--- config.mk ---
export PLATFORM = sky130hd
export DESIGN_NAME = param_mux_arb
export DESIGN_NICKNAME = d
export VERILOG_FILES = /design/src/rtl/param_mux_pkg.sv /design/src/rtl/param_rr_arb.sv /design/src/rtl/param_mux_arb.sv
export SDC_FILE = /design/constraint.sdc
export NUM_CORES = 1
export LEC_CHECK = 0
export BUFFER_PORTS_ARGS = -buffer_cell sky130_fd_sc_hd__buf_4
export CORE_AREA = 5 5 69 87
export DETAILED_ROUTE_END_ITERATION = 10
export DIE_AREA = 0 0 74 92
export PLACE_DENSITY = 0.86
export SLEW_MARGIN = 20
export SYNTH_ARGS = -nofsm -noshare
export SYNTH_HDL_FRONTEND = slang
export SYNTH_SLANG_ARGS = --single-unit
--- constraint.sdc ---
create_clock -name clk -period 3.1 [get_ports clk]
set_input_delay 0.155 -clock clk [delete_from_list [all_inputs] [get_ports clk]]
set_output_delay 0.155 -clock clk [all_outputs]
set_load 0.02 [all_outputs]
--- src/rtl/param_mux_pkg.sv ---
// Shared definitions for the packet multiplexer and its round-robin picker.
package param_mux_pkg;

   // Arbitration state: IDLE picks a channel, LOCK carries one packet from it.
   typedef enum logic {
      IDLE = 1'b0,
      LOCK = 1'b1
   } state_t;

   // Index width for N channels, never narrower than one bit.
   function automatic int clog2_min1(input int n);
      return (n <= 2) ? 1 : $clog2(n);
   endfunction

endpackage

--- src/rtl/param_rr_arb.sv ---
// Combinational round-robin picker: first requester at or after ptr, wrapping at N.
module param_rr_arb
   import param_mux_pkg::*;
#(
   parameter int N = 8,
   localparam int IW = clog2_min1(N)
)
(
   input  logic [N-1:0]  req,
   input  logic [IW-1:0] ptr,
   output logic [IW-1:0] gnt_idx,
   output logic          any
);

   logic [N-1:0] rot;
   int           pick;

   // Rotate requests so ptr sits at bit 0, find the lowest set bit, then rotate the index back.
   always_comb begin
      rot  = N'({req, req} >> ptr);
      pick = 0;
      any  = 1'b0;
      for (int i = N - 1; i >= 0; i--) begin
         if (rot[i]) begin
            pick = i;
            any  = 1'b1;
         end
      end
      pick = pick + int'(ptr);
      if (pick >= N) begin
         pick = pick - N;
      end
      gnt_idx = IW'(pick);
   end

endmodule

--- src/rtl/param_mux_arb.sv ---
// N-to-1 packet stream multiplexer with per-packet round-robin lock and a registered output.
module param_mux_arb
   import param_mux_pkg::*;
#(
   parameter int N = 8,
   parameter int W = 8,
   localparam int IW = clog2_min1(N)
)
(
   input  logic           clk,
   input  logic           rst_n,
   input  logic [N*W-1:0] in_data,
   input  logic [N-1:0]   in_valid,
   input  logic [N-1:0]   in_last,
   output logic [N-1:0]   in_ready,
   output logic [W-1:0]   out_data,
   output logic           out_valid,
   output logic           out_last,
   output logic [IW-1:0]  out_sel,
   input  logic           out_ready
);

   localparam logic [IW-1:0] LAST_IDX = IW'(N - 1);

   state_t        state;
   state_t        next_state;
   logic [IW-1:0] ptr;
   logic [IW-1:0] grant;
   logic [IW-1:0] arb_idx;
   logic          arb_any;
   logic [W-1:0]  chan_data [N];
   logic          can_accept;
   logic          accept;
   logic          accept_last;

   param_rr_arb #(.N(N)) u_arb (
      .req     (in_valid),
      .ptr     (ptr),
      .gnt_idx (arb_idx),
      .any     (arb_any)
   );

   // Split the flat data bus into per-channel words.
   always_comb begin
      for (int k = 0; k < N; k++) begin
         chan_data[k] = in_data[k*W +: W];
      end
   end

   // Next state and ready steering; only the locked channel may see ready, gated by output space.
   always_comb begin
      next_state  = state;
      in_ready    = '0;
      can_accept  = !out_valid || out_ready;
      accept      = 1'b0;
      accept_last = 1'b0;
      case (state)
         IDLE: begin
            if (arb_any) begin
               next_state = LOCK;
            end
         end
         LOCK: begin
            in_ready[grant] = can_accept;
            accept          = in_valid[grant] && can_accept;
            accept_last     = accept && in_last[grant];
            if (accept_last) begin
               next_state = IDLE;
            end
         end
         default: next_state = IDLE;
      endcase
   end

   // State register.
   always_ff @(posedge clk) begin
      if (!rst_n) begin
         state <= IDLE;
      end else begin
         state <= next_state;
      end
   end

   // Grant is captured on arbitration; ptr moves past the winner once its packet ends.
   always_ff @(posedge clk) begin
      if (!rst_n) begin
         ptr   <= '0;
         grant <= '0;
      end else begin
         if (state == IDLE && arb_any) begin
            grant <= arb_idx;
         end
         if (accept_last) begin
            ptr <= (grant == LAST_IDX) ? '0 : grant + IW'(1);
         end
      end
   end

   // Output register: load on an accepted beat, drop valid once the held beat is taken.
   always_ff @(posedge clk) begin
      if (!rst_n) begin
         out_valid <= 1'b0;
         out_data  <= '0;
         out_last  <= 1'b0;
         out_sel   <= '0;
      end else if (accept) begin
         out_valid <= 1'b1;
         out_data  <= chan_data[grant];
         out_last  <= in_last[grant];
         out_sel   <= grant;
      end else if (out_ready) begin
         out_valid <= 1'b0;
      end
   end

endmodule
Yosys cells after proc, flatten, opt, wreduce, memory -nomap -nowiden. Cells that the tools add are included.

Bits of input ports: 83. Memory bits (read-only): 0. Word-level logic and storage cells: 61. Memory bits (writable): 0. Output and inout bits: 21. Latch bits: 0. Bits in registers: 20. Memories kept: 0.

Reduce and logical (&&, ||, !) cells: 7. Equal/unequal tests: 1. Multipliers: 0. Bitwise logic cells: 3. Div/mod/pow operators: 0. Multiplexer cells: 35. Magnitude comparators: 4. $add $sub $neg: 3. Shifts and indexed selects: 1.

Operators with widths (number): two-way mux 3 bit (10); binary-select mux 8 bit (select 3 bit) (1); two-way mux 8 bit (3); two-way mux 1 bit (17); >> shifter 16 x 3 -> 8 bit (1); AND 8 bit (1); greater-or-equal comparator 4 bit, second input constant (2); binary-select mux 1 bit (select 3 bit) (2); adder 3 x 3 -> 4 bit (1); logical AND 1 bit (4); < comparator 3 x 4 -> 1 bit, second input constant (1); inverter 3 -> 4 bit (1); adder 3 x 1 -> 3 bit, second input constant (1); demux 1 bit (select 3 bit) (1); equality test 3 bit, second input constant (1); greater-or-equal comparator 3 x 1 -> 1 bit, second input constant (1); subtractor 3 x 1 -> 3 bit, second input constant (1); one-hot mux 1 bit (2 select lines) (1); nonzero test 2 bit (1); logical NOT 1 bit (1); logical OR 1 bit (1); inverter 1 bit (1).

Longest topological paths before layout. Gate-level depths: netlist of the first run.

Word-level depth: 12. Mapped depth: 15. Depth with buffers taken out: 12.

By module. A second synthesis of the first run with hierarchy kept.

Cell total of the unflattened synthesis: 250. Area, all modules: 2359.8 um^2.

By module, submodules not included: param_mux_arb (cells an instance 139, sequential area each 400.4 um^2, times used 1, area each 1516.5 um^2); param_rr_arb (cells an instance 111, sequential area each 0.0 um^2, times used 1, area each 843.3 um^2).

Worst setup path after synthesis of the first run. Ideal clock, no wire load.

Path kind: register -> register. Start: register ptr[1]. End: register grant[2]. Path buffers: 2. Data arrival time: 2574 ps. Data required time: 3030 ps. Clock period less this slack: 2644 ps. Setup slack: 456 ps. Cell stages (with the launch flop): 15. Library setup time: 70 ps. Cell sequence: dfxtp_1 > buf_6 > buf_6 > mux2_4 > mux2i_1 > mux2i_1 > a221o_1 > o21bai_1 > a32o_2 > ha_1 > inv_1 > fa_1 > a21oi_1 > o211ai_1 > a21oi_1.

Longest elaborated chain between the ends: 12. Elaborated cells between the ends (all ways): 22. Classes of those cells: 2 x add/sub; 1 x order compare; 1 x shift; 17 x mux; 1 x reduce/logical.

RTL lines: from (decl) (line param_mux_arb.sv:27) `logic [IW-1:0] ptr;`; from (signal assigned) (line param_mux_arb.sv:94) `ptr <= (grant == LAST_IDX) ? '0 : grant + IW'(1);`; >> shifter 16 x 3 -> 8 bit (line param_rr_arb.sv:20) `rot = N'({req, req} >> ptr);`; two-way mux 3 bit (8 in series) (line param_rr_arb.sv:24) `if (rot[i]) begin`; adder 3 x 3 -> 4 bit (line param_rr_arb.sv:29) `pick = pick + int'(ptr);`; greater-or-equal comparator 4 bit or subtractor 3 x 1 -> 3 bit (tied branches) (line param_rr_arb.sv:30, param_rr_arb.sv:31); two-way mux 3 bit (line param_rr_arb.sv:30) `if (pick >= N) begin`; to (signal assigned) (line param_mux_arb.sv:91) `grant <= arb_idx;`; to (decl) (line param_mux_arb.sv:28) `logic [IW-1:0] grant;`.

Several ways; a longest one is shown, not always the timed one. A chain may end at the register's enable or synchronous reset.

Worst setup path in the final report of the first run.
Start: register ptr[1]. End: register grant[1].

The elaborated chain is that of the path after synthesis.

==> results of run 1 <==
## per-stage QoR
stage,total power [mW],util,std cells
after floorplan,0.821,-,256
after global placement,1.01,0.587,409
after detailed placement,1.03,0.587,409
after CTS,1.23,0.598,413
after global routing,1.32,0.600,413
final,1.23,0.600,413
## path summary, 6_finish.rpt
kind                   from         to
setup / recovery     ptr[1]   grant[1]
setup reg to reg     ptr[1]   grant[1]
hold / removal    out_ready  out_valid
hold reg to reg    out_last   out_last
## power by group
part | total (mW) | internal, mW | leakage [nW] | switching (mW)
clock network | 0.199 | 0.113 | 0.0288 | 0.0864
registers | 0.345 | 0.294 | 0.164 | 0.0501
logic | 0.685 | 0.341 | 1.13 | 0.344
total | 1.23 | 0.749 | 1.32 | 0.480
## area by class of cell
type / count / area, µm² / share of cell area
clock buffer: 4 / 55.1 / 0.0182
inverter: 6 / 22.5 / 0.00744
multi-input combinational: 210 / 1640 / 0.540
sequential: 20 / 404 / 0.133
tap: 62 / 77.6 / 0.0256
timing repair buffer: 111 / 833 / 0.275
## kinds of logic after synthesis
group,Yosys count
muxes,55
AOI/OAI and AO/OA,63
buffers and inverters,26
DFF,20
adders and majority gates,4
and+or+nand+nor,88
## metal layers
metal / share of wire / up-vias
li1: - / 1153
met1: 0.38 / 1112
met2: 0.51 / 104
met3: 0.076 / 18
met4: 0.030 / 0
met5: 0 / -
## critical path, delay by kind of cell, from the launching register on
kind	cells	cell delay [ns]
flip-flops	1	0.40
multiplexers	3	0.65
AND/OR/NAND/NOR	1	0.05
buffers and inverters	2	0.22
AO/OA/AOI/OAI	4	0.76
adder cells (fa/ha/maj)	2	0.64
## cells in the mapped netlist (all sizes together), types with 2 or more instances
cell,count,area [µm²]
a21boi,3,26.3
a21oi,12,63.8
a221oi,9,78.8
a22oi,6,45.0
a31oi,5,31.3
and2,5,35.0
buf,12,96.3
clkbuf,8,60.1
dfxtp,20,400
ha,3,37.5
inv,5,18.8
mux2,18,206
mux2i,30,300
mux4,7,161
nand2,29,109
nand2b,5,31.3
nand3,3,15.0
nor2,22,82.6
nor2b,9,56.3
nor3,4,20.0
o2111ai,2,17.5
o211ai,2,28.8
o21ai,4,20.0
o21bai,2,15.0
o22ai,8,50.1
o311a,3,30.0
or3,2,12.5
or3b,3,26.3
## registers in the layout, summed over array words and instances (netlist names)
name / count
out_data: 8
grant: 3
out_sel: 3
ptr: 3
out_last: 1
out_valid: 1
state: 1
==> qor.yml, run 1 <==
tritoncts: "yes"
synth-seq-area-share: 0.181
vdd_drop_max_v: 0.000240
cts_sinks: 20
final_layout_size_suffix_gt1_frac: 0.433
critPathMaxStageDelay_ns: 0.51
initial_core_util: 0.438
rsz0062_at_grt: "no"
synth_mux_area_frac: 0.303
drc_errors: 0
run_status: "finished clean"
post-route-period-util: 0.912
final_common_cell: "buf_4"
cts_buffers: 3
grt_pass1_wl_mm: 11.2
slew_headroom: 0.578
layout_common_cells: "buf_4, mux2i_1, nand2_1"
synth_xor_area_frac: 0
synth_top_family_by_area: "multiplexers"
busiest_layer: "met2"
synth_compound_area_frac: 0.214
synth.avg_cell_area_um2: 8.63
wl_mm: 6.84
async_flop_share: 0
numPortBuffers: 103
holdWs_ns: 0.219
r2r_slack_ns: 0.27
synth-simple-area-share: 0.195
synthesis.nets: 343
path_class: "reg2reg"
start_kind: "register"
final_cell_area_um2: 3030
ys.flop_type: "dfxtp_1"
hold_viol: 0
ctsHoldBuffers: 0
pre_cts_ws_ns: 0.0796
netlist_area_um2: 2210
cp_data_required_time_ns: 3.26
routedWlPerCell_um: 16.6
holdPathStages: 3
fillCellCount: 443
cts_buffer_depth: 2
core_um2: 5040
vias_per_cell: 5.78
max_cap_violations: 0
synth_cell_type_count: 56
die_area_um2: 6810
critPathArrivalTime_ns: 2.98
antenna_left: 0
htreeDepth: 1
ys_warn_count: 0
use_met3: 0.0438
synth_edf_count: 0
dr.pass1.iters: 4
skew_ns: 0.00349
antenna_found_initial: 0
cp_slowest_cell: "fa_2"
nets: 439
track_usage: 0.203
placement.cell_area_um2: 2960
setup_viol: 0
cts_root_buf: "clkbuf_8"
globalplace.congestion: 0.908
syn2layout_area_growth_pct: 37.1
n_antenna_cell: 0
use_met2: 0.353
ios: 104
ys_seq_elements: 20
hold_path.class: "in2reg"
cp_max_fo: 7
first_global_vias: 2434
rows: 29
fin_crit_ns: 2.83
post_cts_resized: 0
via_count: 2387
dp_hpwl_mm: 5.51
powerDensity_nw_per_um2: 406
ff2ff_path_depth: 12
clk_pin_slew_ns: 0.08
die_h_um: 92
yosys.area_share.adder: 0.0261
grt_max_degree: 28
syn_inst: 256
power_leakage_nw: 1.32
fmax_ghz: 0.354
endpoint_kind: "register"
gr-usage-met1: 0.238
finalMaxSlewViolations: 0
worst_slew_pin_slew_ns: 0.632
drt-initial-drc-count: 197
crit_path_frequent_cell: "mux2i_1"
timing.final.ws_setup_ns: 0.272
die_x_um: 74
grt_overflow: 0
clock_latency_ns: 0.25
setup_tns_ns: 0
postCtsSetupBuffers: 0
path_cells: "buf_4, mux2_2, mux2i_1, mux2i_1, a221o_1, o21bai_1, a32o_2, ha_1, inv_1, fa_2, nand2_1, o211a_1"
(Power assumes the default switching activity.)
==> run 2, diff against run 1 <==
Settings changed: CORE_AREA 5 5 69 87 to 5 5 67 84, DIE_AREA 0 0 74 92 to 0 0 72 89, PLACE_DENSITY 0.86 to 0.91.
==> qor.yml, run 2 (synthesized netlist as in run 1, its figures left out) <==
layout_common_cells: "buf_4, mux2i_1, nand2_1"
drt-initial-drc-count: 184  # -6.6%
nets: 442  # +0.68%
initial_core_util: 0.470  # +0.0326
max_cap_violations: 0  # unchanged
p_sw_frac: 0.397  # +0.00597
dp_hpwl_mm: 5.55  # +0.79%
cp_max_fo: 7  # unchanged
wl_mm: 7.12  # +4.2%
pre_cts_ws_ns: -0.0538  # -0.133 ns
skew_ns: 0.000655  # -0.00283 ns
drc_errors: 0  # unchanged
vdd_drop_max_v: 0.000239  # -0.34%
start_kind: "register"
rsz0062_at_grt: "no"
via_count: 2417  # +1.3%
ff2ff_path_depth: 12  # unchanged
routedWlPerCell_um: 17.2  # +4.2%
die_x_um: 72  # -2.7%
cts_buffer_depth: 2  # unchanged
syn2layout_area_growth_pct: 37.7
post-route-period-util: 0.938  # +0.0257
r2r-start: "ptr[1]"
p_int_mw: 0.730  # -2.5%
n_antenna_cell: 0  # unchanged
die_area_um2: 6410  # -5.9%
antenna_left: 0  # unchanged
holdCritStartpoint: "out_ready"
timing.rr.end: "grant[2]"
switching_power_mw: 0.480  # about the same
core_um2: 4690  # -6.9%
endpoint_kind: "register"
timing.final.ws_setup_ns: 0.192  # -0.0798 ns
hold_path.class: "in2reg"
globalplace.congestion: 0.956  # +5.3%
htreeDepth: 1  # unchanged
holdPathStages: 3  # unchanged
combPwrFrac: 0.586  # +0.029
cts_sinks: 20  # unchanged
slew_headroom: 0.581  # +0.00328
first_global_vias: 2547  # +4.6%
hold_viol: 0  # unchanged
finalMaxSlewViolations: 0  # unchanged
rows: 28  # -3.4%
regMostFlops: "out_data"
power_leakage_nw: 1.33  # +0.83%
tritoncts: "yes"
critPathArrivalTime_ns: 3.10  # +0.12 ns
grt_max_degree: 35  # +25%
run_status: "finished clean"
clkPwrFrac: 0.139  # -0.023
numPortBuffers: 103  # unchanged
grt_overflow: 0  # unchanged
clk_pin_slew_ns: 0.07  # about the same
path_class: "reg2reg"
final_common_cell: "buf_4"
fmax_ghz: 0.344  # -2.7%
min_to: "out_valid"
fin_crit_ns: 2.91  # +0.0798 ns
die_h_um: 89  # -3.3%
largest_reg_flops: 8  # unchanged
clock_latency_ns: 0.25  # about the same
vias_per_cell: 5.85  # +1.3%
cts_root_buf: "clkbuf_8"
cts_buffers: 3  # unchanged
dr.pass1.iters: 4  # unchanged
r2r_slack_ns: 0.19  # -0.08 ns
worst_slew_pin_slew_ns: 0.625  # -0.00705 ns
total_power_mw: 1.21  # -1.5%
grt_pass1_wl_mm: 11.5  # +2.4%
setup_viol: 0  # unchanged
seqPwrFrac: 0.275  # -0.005
antenna_found_initial: 0  # unchanged
track_usage: 0.223  # +0.0194
cp_data_required_time_ns: 3.29  # +0.03 ns
final_layout_size_suffix_gt1_frac: 0.431  # -0.00245
ios: 104  # unchanged
powerDensity_nw_per_um2: 398  # -1.9%
==> run 2: cell count changes in the layout (fill, tap and decap cells not counted), sizes merged <==
| cell | delta |
|---|---|
| clkbuf | -1 |
| buf | +3 |
==> run 2: how the worst max path moves through the flow <==
| stage | slack, ns | end | from | cells after the start |
|---|---|---|---|---|
| 2_1_floorplan | 0.46 | grant[2] | ptr[1] | 14 |
| 3_3_place_gp | 0.09 | grant[2] | ptr[1] | 13 |
| 6_report | 0.19 | grant[2] | ptr[1] | 12 |
| 4_1_cts | 0.11 | grant[2] | ptr[1] | 13 |
| 3_5_place_dp | -0.05 | grant[2] | ptr[1] | 13 |
| 5_1_grt | 0.03 | grant[2] | ptr[1] | 12 |
==> run 2: routing by layer <==
metal,global-route usage,part of all wire
met5,0,0
met3,0.0472,0.071
met4,0.104,0.039
met1,0.239,0.37
met2,0.416,0.52
==> run 2: power by group through the flow <==
stage | clock network, mW | logic, mW | registers (mW)
finish | 0.168 | 0.709 | 0.332
global route | 0.186 | 0.771 | 0.338
CTS | 0.172 | 0.698 | 0.334
detailed placement | 0 | 0.693 | 0.339
global placement | 0 | 0.675 | 0.336
floorplan | 0 | 0.468 | 0.353
==> run 2: layout make-up <==
cell class | count | area, µm²
fill | 418 | 1650
multi-input combinational | 210 | 1630
timing repair buffer | 114 | 868
sequential | 20 | 404
tap | 60 | 75.1
clock buffer | 3 | 41.3
inverter | 6 | 22.5
==> run 2: worst max-delay path, cell delays in order, from the launching register on <==
cell      delay [ns]
dfxtp_4         0.38
buf_12          0.14
mux2i_1         0.18
mux4_2          0.52
a221o_1         0.33
o21bai_1        0.13
a32o_2          0.19
ha_1            0.14
inv_1           0.05
fa_1            0.40
a21oi_1         0.17
o211ai_1        0.10
a21oi_1         0.12
==> run 2: metrics by stage <==
stage / area (µm²) / std cells / hold slack (ns) / utilization / TNS, ns
6_report: 3040 / 413 / 0.242 / 0.648 / 0
5_1_grt: 3040 / 413 / 0.250 / 0.648 / 0
4_1_cts: 3000 / 410 / 0.237 / 0.640 / 0
3_5_place_dp: 2960 / 407 / 0.462 / 0.631 / -0.0538
3_3_place_gp: 2960 / 407 / 0.457 / 0.631 / 0
2_1_floorplan: 2210 / 256 / 0.304 / - / 0
==> run 2: timing repair <==
item	CTS	global route
pin swaps	0	0
setup endpoints to repair	1	1
hold buffers	0	0
setup buffers	0	3
gates resized for setup	1	1
gates cloned	0	0
==> run 3, diff against run 2 <==
Settings changed: CORE_AREA 5 5 67 84 to 5 5 69 87, DIE_AREA 0 0 72 89 to 0 0 74 92, MAX_ROUTING_LAYER set to met4, PLACE_DENSITY 0.91 to 0.89, SYNTH_HIERARCHICAL set to 1.
==> qor.yml, run 3 <==
run_status: "finished clean"
synth.avg_cell_area_um2: 9.44  # +9.4%
skew_ns: 0.00332  # +0.00267 ns
fillCellCount: 385  # -7.9%
layout_common_cells: "buf_4, mux2i_1, a21oi_1"
cts_buffers: 3  # unchanged
rsz0062_at_grt: "no"
yosysTopAreaCellShare: 0.210  # +0.0287
cp_max_fo: 7  # unchanged
vdd_drop_max_v: 0.000344  # +44%
total_power_mw: 1.23  # +1.5%
cts_sinks: 20  # unchanged
finalMaxSlewViolations: 0  # unchanged
post-route-util: 0.630  # -0.0180
core_um2: 5040  # +7.4%
fmax_ghz: 0.354  # +3.0%
vias_per_cell: 6.29  # +7.4%
cts_buffer_depth: 2  # unchanged
critPathArrivalTime_ns: 2.97  # -0.13 ns
die_h_um: 92  # +3.4%
cpLargestDelayFamily: "multiplexers"
cp_slowest_cell: "mux4_2"
power_leakage_nw: 1.24  # -6.6%
hold_path.class: "in2reg"
postCtsSetupBuffers: 0  # unchanged
syn2layout_area_growth_pct: 34.6
clk_pin_slew_ns: 0.08  # about the same
ys_top_cells_by_area: "mux4_2, dfxtp_1, mux2i_1, a21oi_1, a311oi_1"
initial_core_util: 0.468  # -0.00254
p_sw_frac: 0.362  # -0.0352
worst_slew_pin_slew_ns: 0.489  # -0.137 ns
async_flop_share: 0  # unchanged
placement.cell_area_um2: 3100  # +4.9%
grt_max_degree: 26  # -26%
seqPwrFrac: 0.272  # -0.003
crit_start: "ptr[0]"
drc_errors: 0  # unchanged
r2r_slack_ns: 0.28  # +0.08 ns
slew_headroom: 0.665  # +0.0839
finalNonFillerCells: 399  # -3.4%
clkPwrFrac: 0.213  # +0.074
post-route-period-util: 0.911  # -0.0269
critPathMaxStageDelay_ns: 0.50  # -0.02 ns
numPortBuffers: 103  # unchanged
globalplace.congestion: 0.916  # -4.1%
wl_mm: 7.93  # +11%
antenna_left: 0  # unchanged
synth.most_common_cell: "mux2i_1"
cp_num_cells: 11  # -1
hold_viol: 0  # unchanged
timing.final.ws_setup_ns: 0.276  # +0.0834 ns
holdPathStages: 3  # unchanged
ys_top_cells_by_count: "mux2i_1, a21oi_1, mux4_2, dfxtp_1, nor2_1"
p_int_mw: 0.784  # +7.5%
via_count: 2508  # +3.8%
ys_seq_elements: 20  # unchanged
setup_tns_ns: 0  # unchanged
crit_buf_inv: 2  # unchanged
routedWlPerCell_um: 19.9  # +15%
syn_inst: 250  # -2.3%
final_common_cell: "buf_4"
regMostFlops: "out_data"
synth-seq-area-share: 0.170  # -0.0116
largest_reg_flops: 8  # unchanged
max_cap_violations: 0  # unchanged
fin_crit_ns: 2.82  # -0.0834 ns
ios: 104  # unchanged
netlist_area_um2: 2360  # +6.9%
synthesis.nets: 337  # -1.7%
combPwrFrac: 0.515  # -0.071
holdWs_ns: 0.215  # -0.0261 ns
powerDensity_nw_per_um2: 387  # -2.8%
rows: 29  # +3.6%
n_antenna_cell: 0  # unchanged
clock_latency_ns: 0.26  # about the same
setup_viol: 0  # unchanged
dp_hpwl_mm: 6.04  # +8.6%
final_layout_size_suffix_gt1_frac: 0.454  # +0.0234
final_cell_area_um2: 3180  # +4.4%
switching_power_mw: 0.444  # -7.5%
start_kind: "register"
r2r-start: "ptr[0]"
yosysTopAreaCell: "mux4_2"
die_area_um2: 6810  # +6.2%
dr.pass1.iters: 7  # +3
first_global_vias: 2580  # +1.3%
grt_pass1_wl_mm: 12.5  # +8.5%
endpoint_kind: "register"
path_class: "reg2reg"
cts_root_buf: "clkbuf_8"
antenna_found_initial: 0  # unchanged
synth_edf_count: 0  # unchanged
die_x_um: 74  # +2.8%
post_cts_resized: 0  # -1
path_cells: "buf_4, mux4_2, o21ai_0, nand4b_1, a31oi_1, ha_1, inv_1, fa_1, xor2_1, mux2i_1, nor2_1"
tritoncts: "yes"
ys_warn_count: 6  # +6
synth_cell_type_count: 55  # -1.8%
grt_overflow: 0  # unchanged
htreeDepth: 1  # unchanged
ff2ff_path_depth: 11  # -1
ctsHoldBuffers: 0  # unchanged
track_usage: 0.239  # +0.0162
dp_cells: 395  # -2.9%
pre_cts_ws_ns: 0.426  # +0.480 ns
timing.rr.end: "grant[2]"
cp_data_required_time_ns: 3.24  # -0.05 ns
crit_end: "grant[2]"
ys.flop_type: "dfxtp_1"
nets: 425  # -3.8%
drt-initial-drc-count: 170  # -7.6%
run 3: changes by cell type in the layout (fill, tap and decap cells not counted), moves of 7 or more:
cell,change
nand2_1,-19
mux4_2,+16
mux2_2,-14
a21oi_1,+12
a311oi_1,+10
a221oi_1,-7
o22ai_1,-7
run 3: worst min-delay path by stage:
| stage | from | to | slack (ns) |
|---|---|---|---|
| 4_1_cts | rst_n | ptr[0] | 0.21 |
| 3_5_place_dp | out_sel[0] | out_sel[0] | 0.48 |
| 3_3_place_gp | out_sel[1] | out_sel[1] | 0.48 |
| 5_1_grt | rst_n | ptr[1] | 0.23 |
| 6_report | rst_n | ptr[1] | 0.22 |
| 2_1_floorplan | rst_n | ptr[1] | 0.30 |
run 3: worst register-to-register path, cell delays in order (launching register included):
cell	delay, ns
dfxtp_1	0.48
buf_4	0.22
mux4_2	0.50
o21ai_0	0.16
nand4b_1	0.11
a31oi_1	0.16
ha_1	0.19
inv_1	0.05
fa_1	0.37
xor2_1	0.18
mux2i_1	0.22
nor2_1	0.07
run 3: cell families (layout without fill, tap and decap cells):
family	after synthesis	after routing	synth area share
AOI/OAI and AO/OA	61	61	0.178
xor gates and xnor gates	2	2	0.00742
adders and majority gates	4	4	0.0244
buffers and inverters	37	124	0.0870
DFF	20	20	0.170
muxes	55	55	0.370
and+or+nand+nor	71	71	0.163
run 3: area by class of cell:
type                            instances  area (µm²)  area share
Timing Repair Buffer                  112         841       0.265
Sequential cell                        20         402       0.126
Clock inverter                          1        30.0     0.00946
Clock buffer                            3        41.3      0.0130
Tap cell                               62        77.6      0.0244
Inverter                                8        30.0     0.00946
Multi-Input combinational cell        193        1750       0.552
run 3: per-layer routing:
| layer | vias up | part of all wire | track usage |
|---|---|---|---|
| met5 | - | 0 | - |
| met4 | 0 | 0.041 | 0.0967 |
| met3 | 28 | 0.067 | 0.0328 |
| met2 | 147 | 0.54 | 0.420 |
| met1 | 1186 | 0.35 | 0.265 |
| li1 | 1147 | - | - |
run 3: power groups by stage:
stage / logic [mW] / clock network (mW) / registers, mW
2_1_floorplan: 0.434 / 0 / 0.339
3_3_place_gp: 0.601 / 0 / 0.335
3_5_place_dp: 0.621 / 0 / 0.338
4_1_cts: 0.629 / 0.263 / 0.333
5_1_grt: 0.676 / 0.278 / 0.338
6_report: 0.632 / 0.262 / 0.335
